**config.mk**
```make
export PLATFORM = sky130hd
export DESIGN_NAME = drive_arbiter_flat
export DESIGN_NICKNAME = d
export VERILOG_FILES = /design/src/rtl/drive_arbiter_if.sv /design/src/rtl/drive_arbiter.sv /design/src/flat_wrapper.sv
export SDC_FILE = /design/constraint.sdc
export NUM_CORES = 1
export LEC_CHECK = 0
export BUFFER_PORTS_ARGS = -buffer_cell sky130_fd_sc_hd__buf_2
export CELL_PAD_IN_SITES_DETAIL_PLACEMENT = 0
export CELL_PAD_IN_SITES_GLOBAL_PLACEMENT = 2
export CORE_MARGIN = 10
export CORE_UTILIZATION = 33
export DETAILED_ROUTE_END_ITERATION = 10
export PLACE_DENSITY_LB_ADDON = 0.05
export SETUP_SLACK_MARGIN = 0.3
export SLEW_MARGIN = 20
export SYNTH_ARGS = -nofsm -noshare
export SYNTH_HDL_FRONTEND = slang
export SYNTH_SLANG_ARGS = --single-unit
```
**constraint.sdc**
```tcl
create_clock -name clk -period 2.3 [get_ports clk]
set_input_delay 0.46 -clock clk [delete_from_list [all_inputs] [get_ports clk]]
set_output_delay 0.46 -clock clk [all_outputs]
set_load 0.05 [all_outputs]
```
**src/rtl/drive_arbiter_if.sv**
```systemverilog
// Drive arbiter bus: sensor-side requests in, motor-side commands out.
// The sensor/stimulus side is the master, the arbiter is the slave.
interface drive_arbiter_if;
    logic       obs_stop;
    logic       man_en;
    logic [2:0] man_mode;
    logic       line_valid;
    logic [2:0] line_mode;
    logic [2:0] mode_out;
    logic [9:0] duty;
    logic [1:0] dir_left;
    logic [1:0] dir_right;
    logic [1:0] grant;
    logic       lost;

    modport master (
        output obs_stop,
        output man_en,
        output man_mode,
        output line_valid,
        output line_mode,
        input  mode_out,
        input  duty,
        input  dir_left,
        input  dir_right,
        input  grant,
        input  lost
    );

    modport slave (
        input  obs_stop,
        input  man_en,
        input  man_mode,
        input  line_valid,
        input  line_mode,
        output mode_out,
        output duty,
        output dir_left,
        output dir_right,
        output grant,
        output lost
    );
endinterface

```
**src/rtl/drive_arbiter.sv**
```systemverilog
// Drive-mode arbiter: obstacle > manual > line priority, mode-hold dwell,
// lost-line recovery timeout and soft-start PWM duty ramp.
module drive_arbiter #(
    parameter int HOLD_CYCLES  = 5_000_000,
    parameter int LOST_TIMEOUT = 100_000_000,
    parameter int RAMP_DIV     = 100_000,
    parameter int RAMP_STEP    = 8,
    parameter int DUTY_MAX     = 1023
) (
    input logic            clk,
    input logic            rst,
    drive_arbiter_if.slave bus
);

    localparam int HW = $clog2(HOLD_CYCLES + 1);
    localparam int LW = $clog2(LOST_TIMEOUT + 1);
    localparam int DW = $clog2(RAMP_DIV + 1);

    localparam logic [HW-1:0] HOLD_LOAD = HW'(HOLD_CYCLES - 1);
    localparam logic [LW-1:0] LOST_LOAD = LW'(LOST_TIMEOUT - 1);
    localparam logic [DW-1:0] DIV_LAST  = DW'(RAMP_DIV - 1);
    localparam logic [10:0]   STEP      = 11'(RAMP_STEP);
    localparam logic [10:0]   DMAX      = 11'(DUTY_MAX);

    localparam logic [2:0] M_HARD_L = 3'b000;
    localparam logic [2:0] M_HARD_R = 3'b001;
    localparam logic [2:0] M_TURN_L = 3'b100;
    localparam logic [2:0] M_TURN_R = 3'b101;
    localparam logic [2:0] M_STOP   = 3'b111;

    localparam logic [1:0] G_NONE = 2'b00;
    localparam logic [1:0] G_OBS  = 2'b01;
    localparam logic [1:0] G_LINE = 2'b10;
    localparam logic [1:0] G_MAN  = 2'b11;

    typedef enum logic [2:0] {
        S_IDLE,
        S_RUN,
        S_HOLD,
        S_LOST,
        S_HALT,
        S_BLOCKED
    } state_t;

    state_t        state_q;
    state_t        state_d;
    logic [2:0]    mode_q;
    logic [2:0]    mode_d;
    logic [1:0]    grant_q;
    logic [1:0]    grant_d;
    logic          lost_q;
    logic          lost_d;
    logic [1:0]    dir_l_q;
    logic [1:0]    dir_r_q;
    logic [9:0]    duty_q;
    logic [9:0]    duty_d;
    logic [HW-1:0] hold_cnt;
    logic [HW-1:0] hold_d;
    logic [LW-1:0] lost_cnt;
    logic [LW-1:0] lcnt_d;
    logic [DW-1:0] div_cnt;
    logic [DW-1:0] div_d;
    logic [10:0]   duty_sum;

    logic          win_valid;
    logic [2:0]    win_mode;
    logic [1:0]    win_grant;
    logic [2:0]    man_code;
    logic [2:0]    line_code;

    // The only unassigned code (011) is treated as STOP.
    function automatic logic [2:0] clean(input logic [2:0] code);
        return (code == 3'b011) ? M_STOP : code;
    endfunction

    // Recovery turn used while the line is lost.
    function automatic logic [2:0] lost_map(input logic [2:0] code);
        logic [2:0] res;
        res = M_STOP;
        if (code == M_TURN_L || code == M_HARD_L) begin
            res = M_HARD_L;
        end else if (code == M_TURN_R || code == M_HARD_R) begin
            res = M_HARD_R;
        end
        return res;
    endfunction

    function automatic logic [1:0] dir_l(input logic [2:0] code);
        logic [1:0] res;
        res = 2'b01;
        if (code == M_STOP) begin
            res = 2'b00;
        end else if (code == M_HARD_L) begin
            res = 2'b10;
        end
        return res;
    endfunction

    function automatic logic [1:0] dir_r(input logic [2:0] code);
        logic [1:0] res;
        res = 2'b01;
        if (code == M_STOP) begin
            res = 2'b00;
        end else if (code == M_HARD_R) begin
            res = 2'b10;
        end
        return res;
    endfunction

    assign man_code  = clean(bus.man_mode);
    assign line_code = clean(bus.line_mode);

    // Pick the highest-priority non-obstacle requester.
    always_comb begin
        win_valid = 1'b0;
        win_mode  = M_STOP;
        win_grant = G_NONE;
        if (bus.man_en) begin
            win_valid = 1'b1;
            win_mode  = man_code;
            win_grant = G_MAN;
        end else if (bus.line_valid) begin
            win_valid = 1'b1;
            win_mode  = line_code;
            win_grant = G_LINE;
        end
    end

    // Next state, mode, grant and dwell/lost counters.
    always_comb begin
        state_d = state_q;
        mode_d  = mode_q;
        grant_d = grant_q;
        hold_d  = '0;
        lcnt_d  = '0;
        unique case (state_q)
            S_IDLE: begin
                mode_d  = M_STOP;
                grant_d = G_NONE;
                if (bus.obs_stop) begin
                    state_d = S_BLOCKED;
                    grant_d = G_OBS;
                end else if (win_valid) begin
                    state_d = S_RUN;
                    mode_d  = win_mode;
                    grant_d = win_grant;
                end
            end
            S_RUN: begin
                if (bus.obs_stop) begin
                    state_d = S_BLOCKED;
                    mode_d  = M_STOP;
                    grant_d = G_OBS;
                end else if (win_valid) begin
                    grant_d = win_grant;
                    if (win_mode != mode_q) begin
                        state_d = S_HOLD;
                        mode_d  = win_mode;
                        hold_d  = HOLD_LOAD;
                    end
                end else if (grant_q == G_LINE) begin
                    state_d = S_LOST;
                    mode_d  = lost_map(mode_q);
                    lcnt_d  = LOST_LOAD;
                end else begin
                    state_d = S_IDLE;
                    mode_d  = M_STOP;
                    grant_d = G_NONE;
                end
            end
            S_HOLD: begin
                if (bus.obs_stop) begin
                    state_d = S_BLOCKED;
                    mode_d  = M_STOP;
                    grant_d = G_OBS;
                end else if (bus.man_en && grant_q == G_LINE) begin
                    mode_d  = man_code;
                    grant_d = G_MAN;
                    hold_d  = HOLD_LOAD;
                end else if (hold_cnt == '0) begin
                    state_d = S_RUN;
                end else begin
                    hold_d = hold_cnt - 1'b1;
                end
            end
            S_LOST: begin
                if (bus.obs_stop) begin
                    state_d = S_BLOCKED;
                    mode_d  = M_STOP;
                    grant_d = G_OBS;
                end else if (win_valid) begin
                    state_d = S_RUN;
                    mode_d  = win_mode;
                    grant_d = win_grant;
                end else if (mode_q == M_STOP || lost_cnt == '0) begin
                    state_d = S_HALT;
                    mode_d  = M_STOP;
                    grant_d = G_NONE;
                end else begin
                    lcnt_d = lost_cnt - 1'b1;
                end
            end
            S_HALT: begin
                mode_d  = M_STOP;
                grant_d = G_NONE;
                if (bus.man_en || bus.line_valid) begin
                    state_d = S_IDLE;
                end
            end
            S_BLOCKED: begin
                mode_d  = M_STOP;
                grant_d = G_OBS;
                if (!bus.obs_stop) begin
                    state_d = S_IDLE;
                    grant_d = G_NONE;
                end
            end
            default: begin
                state_d = S_IDLE;
                mode_d  = M_STOP;
                grant_d = G_NONE;
            end
        endcase
        lost_d = (state_d == S_LOST) || (state_d == S_HALT);
    end

    // Soft-start ramp; any STOP clears duty and divider on the same edge.
    always_comb begin
        duty_sum = {1'b0, duty_q} + STEP;
        duty_d   = duty_q;
        div_d    = div_cnt;
        if (mode_d == M_STOP) begin
            duty_d = '0;
            div_d  = '0;
        end else if (div_cnt == DIV_LAST) begin
            div_d  = '0;
            duty_d = (duty_sum > DMAX) ? DMAX[9:0] : duty_sum[9:0];
        end else begin
            div_d = div_cnt + 1'b1;
        end
    end

    // Register every output and counter.
    always_ff @(posedge clk) begin
        if (rst) begin
            state_q  <= S_IDLE;
            mode_q   <= M_STOP;
            grant_q  <= G_NONE;
            lost_q   <= 1'b0;
            dir_l_q  <= 2'b00;
            dir_r_q  <= 2'b00;
            duty_q   <= '0;
            hold_cnt <= '0;
            lost_cnt <= '0;
            div_cnt  <= '0;
        end else begin
            state_q  <= state_d;
            mode_q   <= mode_d;
            grant_q  <= grant_d;
            lost_q   <= lost_d;
            dir_l_q  <= dir_l(mode_d);
            dir_r_q  <= dir_r(mode_d);
            duty_q   <= duty_d;
            hold_cnt <= hold_d;
            lost_cnt <= lcnt_d;
            div_cnt  <= div_d;
        end
    end

    assign bus.mode_out  = mode_q;
    assign bus.duty      = duty_q;
    assign bus.dir_left  = dir_l_q;
    assign bus.dir_right = dir_r_q;
    assign bus.grant     = grant_q;
    assign bus.lost      = lost_q;

endmodule

```
**src/flat_wrapper.sv**
```systemverilog
// flat-port wrapper written by rule: the top's interface ports become plain ports
module drive_arbiter_flat 
#(
    parameter int HOLD_CYCLES  = 5_000_000,
    parameter int LOST_TIMEOUT = 100_000_000,
    parameter int RAMP_DIV     = 100_000,
    parameter int RAMP_STEP    = 8,
    parameter int DUTY_MAX     = 1023
)
  (clk, rst, bus_obs_stop, bus_man_en, bus_man_mode, bus_line_valid, bus_line_mode, bus_mode_out, bus_duty, bus_dir_left, bus_dir_right, bus_grant, bus_lost);
  drive_arbiter_if bus_i ();
  input logic clk;
  input logic rst;
  input wire logic [$bits(bus_i.obs_stop)-1:0] bus_obs_stop;
  input wire logic [$bits(bus_i.man_en)-1:0] bus_man_en;
  input wire logic [$bits(bus_i.man_mode)-1:0] bus_man_mode;
  input wire logic [$bits(bus_i.line_valid)-1:0] bus_line_valid;
  input wire logic [$bits(bus_i.line_mode)-1:0] bus_line_mode;
  output wire logic [$bits(bus_i.mode_out)-1:0] bus_mode_out;
  output wire logic [$bits(bus_i.duty)-1:0] bus_duty;
  output wire logic [$bits(bus_i.dir_left)-1:0] bus_dir_left;
  output wire logic [$bits(bus_i.dir_right)-1:0] bus_dir_right;
  output wire logic [$bits(bus_i.grant)-1:0] bus_grant;
  output wire logic [$bits(bus_i.lost)-1:0] bus_lost;
  assign bus_i.obs_stop = bus_obs_stop;
  assign bus_i.man_en = bus_man_en;
  assign bus_i.man_mode = bus_man_mode;
  assign bus_i.line_valid = bus_line_valid;
  assign bus_i.line_mode = bus_line_mode;
  assign bus_mode_out = bus_i.mode_out;
  assign bus_duty = bus_i.duty;
  assign bus_dir_left = bus_i.dir_left;
  assign bus_dir_right = bus_i.dir_right;
  assign bus_grant = bus_i.grant;
  assign bus_lost = bus_i.lost;
  drive_arbiter #(.HOLD_CYCLES(HOLD_CYCLES), .LOST_TIMEOUT(LOST_TIMEOUT), .RAMP_DIV(RAMP_DIV), .RAMP_STEP(RAMP_STEP), .DUTY_MAX(DUTY_MAX)) u_core (.clk(clk), .rst(rst), .bus(bus_i));
endmodule
```
==> metrics.md <==
| Metric | Value |
|---|---|
| Ys Warns | 0 |
| Critical path launch point type | register |
| # nets final | between 600 and 700 |
| Hold Vio Cnt, Final | 0 |
| Mapped Cells | ~540 |
| CTS Buf Count | 9 |
| Yosys reg bits | a little under 90 |
| FF-to-FF End | u_core.hold_cnt[19] |
| DRT Wirelength | 12400 um |
| Pins Over Slew Limit | 0 |
| Critical Path Fanout Max | 4 |
| Crit. End Element | register |
| Initial antenna violation count | 0 |
| DP Wirelength | 8520 um |
| Max-cap violations | 0 |
| Final setup vio count | 2 |
| Final setup margin | -30.9 ps |
| Root Buffer | clkbuf_16 |
| Register area share after synthesis | approximately two fifths |
| Crit path kind | reg -> reg |
| Clock Path Buffers | 2 |
| Post-synth EDFFs | 0 |
| Max-Slew Margin vs Limit | around 62% |
| Largest net degree at the start of global routing | 20 |
| CTS Sinks | a little under 90 |
| Gpl congestion | approximately 0.79 |
| Vias in the first global route | ~4000 |
| Reg2reg setup slack | -30 ps |
| Max VDD drop | roughly 0.42 mV |
| Die X | roughly 140 um |
| Total Routing Usage GR | a little over an eighth |
| Drt via density | around 5 |
| Final Hold Slack | roughly 480 ps |
| Synth-to-layout area growth | 41.0% |
| Die area | about 18000 um2 |
| First-pass GRT wire length | just under 20000 um |
| Post-synth ARST share | 0% |
| Worst r2r src | u_core.hold_cnt[3] |
| Per-cell routed wire length | ~15 um |
| Crit share post-route | 101% |
| N_diodes | 0 |
| Pwr dens | 625 nW/um2 |
| Failing checks | negative setup slack |
| Pre-Repair DR Iteration Count | 4 |
| CTS HTree Levels | 3 |
| Tmin final | 2330 ps |
| Status | finished with violations |
| Synthesized cell area | ~4400 um2 |
| Distinct cells, synth | 61 |
| I/O Buffers | 30 |
| Placed cell area | between 5000 and 6000 um2 |
| Leak pwr | roughly 2.7 nW |
| Initial core utilization | 33.6% |
| CP endpoint | u_core.hold_cnt[19] |
| RSZ-0062 raised after global routing | yes |
| Max Fclk | around 430 MHz |
| FF-to-FF path depth | 8 |
| Final instance area | ~6300 um2 |
| DRC violations left | 0 |
| I/O pins | 31 |
| Worst min path class | reg -> reg |
| Iter 0 DRT Violations | ~220 |
| Synth Flop Type | dfxtp_1 |
| Worst-Skew Late Latency | 350 ps |
| Clk_skew | between 9 and 10 ps |
| Syn_nets | between 500 and 600 |
| Worst Tran Pin Value | ~560 ps |
| # rows | 42 |
| Total gr overflow | 0 |
| Layout filler cell count | around 1300 |
| Via count | roughly 4200 |
| DRT antenna net count | 0 |
| Critical path required time | roughly 2600 ps |
| CTS Hold Bufs | 0 |
| Core area | 13200 um2 |
| Worst setup path start | u_core.hold_cnt[3] |
| Clk slew on worst S/H paths | 70 ps |
| Syn_area_per_cell | between 8 and 9 um2 |
| Fraction of layout cells with a size suffix above 1 | between 30 and 40% |
| Chip height | between 100 and 150 um |
| CTS tree | built |
| Arr. time, crit path | about 2600 ps |
[per-layer routing]
metal	up-vias	track usage, %	wire length, um
li1	2107	-	-
met4	0	3.73	108
met3	10	3.76	445
met2	59	20.9	5860
met1	1983	17.1	6010
met5	-	0	0
[logic make-up (layout without fill, tap and decap cells)]
group	count (synthesis)	count (layout)	share of synthesized area, %
buf+inv	33	150	3.19
mux	5	5	1.13
xor+xnor	62	62	12.2
compound gates	93	95	12.7
flops	88	88	39.7
simple gates	249	250	29.6
fa+ha+maj	5	5	1.41
[timing repair]
action / 4_1_cts / 5_1_grt
pin swaps: 19 / 30
cloned: 1 / 3
setup endpoints to repair: 85 / 86
setup buffers: 4 / 12
gates resized for setup: 48 / 63
[state kept, by name, indices dropped and copies added (netlist names)]
| register | count |
|---|---|
| u_core.lost_cnt | 27 |
| u_core.hold_cnt | 23 |
| u_core.div_cnt | 17 |
| u_core.bus.duty | 8 |
| u_core.bus.mode_out | 3 |
| u_core.state_q | 3 |
| u_core.bus.dir_left | 2 |
| u_core.bus.dir_right | 2 |
| u_core.bus.grant | 2 |
| u_core.bus.lost | 1 |
[Yosys cell counts, drive strengths merged, types with 6 or more instances]
master	n	area (um2)
xnor2	31	272
dfxtp	88	1760
clkbuf	13	48.8
nand2b	11	68.8
inv	12	45.0
nor3b	6	45.0
nor2	86	325
nand2	40	150
nor3	20	100
and3	9	56.3
or3	8	60.1
xor2	31	272
nand3	22	110
buf	8	47.5
nor4	13	109
o21ai	22	110
a21oi	39	195
[cell type report]
| cell class | instances | area, um2 | share of cell area, % |
|---|---|---|---|
| inverter | 12 | 45.0 | 0.720 |
| multi-input combinational | 417 | 2950 | 47.2 |
| timing repair buffer | 122 | 917 | 14.7 |
| clock buffer | 9 | 225 | 3.60 |
| clock inverter | 7 | 119 | 1.90 |
| tap | 176 | 220 | 3.52 |
| sequential | 88 | 1780 | 28.4 |
[critical path, stage by stage, from the launching register on]
cell and delay [ps]:
dfxtp_2 320, or3_4 380, or4_4 430, or3b_4 440, buf_4 160, nor4_4 150, xor2_1 190, o21ai_1 70
a21oi_1 130
[cell usage in the layout (no fill, tap or decap), types with 4 or more instances in the layout]
cell type,n
mux2i_1,5
nor2_1,66
or4_4,4
inv_1,10
xnor2_1,31
nand2_2,4
nor3b_1,5
nor4_4,4
nor2_4,5
buf_6,17
nand3b_1,4
a21oi_1,35
clkbuf_16,9
nand2_1,34
o21ai_0,9
nand2b_1,9
o21ai_2,7
nor4_1,5
buf_4,74
buf_2,30
xor2_1,31
or3_1,4
ha_1,4
nor4_2,4
dfxtp_2,11
dfxtp_1,77
a21oi_2,4
o21ai_1,6
nand3_1,20
nor2_2,15
or3_4,5
and3_1,9
nor3_1,15
[per-stage QoR]
step	setup slack [ps]	TNS (ps)	cells	total power [mW]	utilization [%]
3_3_place_gp	-231	-4890	795	2.07	40.5
5_1_grt	-103	-1470	831	4.07	47.4
4_1_cts	-30.9	-130	816	3.85	44.7
3_5_place_dp	-263	-5720	795	2.07	40.5
6_report	-30.9	-52.4	831	3.91	47.4
2_1_floorplan	22.0	0	535	1.92	-
[worst min-delay path by stage]
stage                            startpoint             endpoint  slack (ps)  cells past startpoint
after CTS                               rst  u_core.bus.grant[0]         440                      2
final                     u_core.div_cnt[0]    u_core.div_cnt[0]         480                      1
after detailed placement  u_core.div_cnt[0]    u_core.div_cnt[0]         460                      1
after global placement    u_core.div_cnt[0]    u_core.div_cnt[0]         440                      1
after floorplan           u_core.div_cnt[0]    u_core.div_cnt[0]         430                      1
after global routing                    rst  u_core.bus.grant[0]         500                      2
[power breakdown]
group | total, mW | switching [mW] | internal (mW)
clock | 1.71 | 0.651 | 1.06
combinational | 0.619 | 0.335 | 0.285
sequential | 1.58 | 0.0258 | 1.55
total | 3.91 | 1.01 | 2.90
No activity file was read; power rests on OpenSTA's default activity.
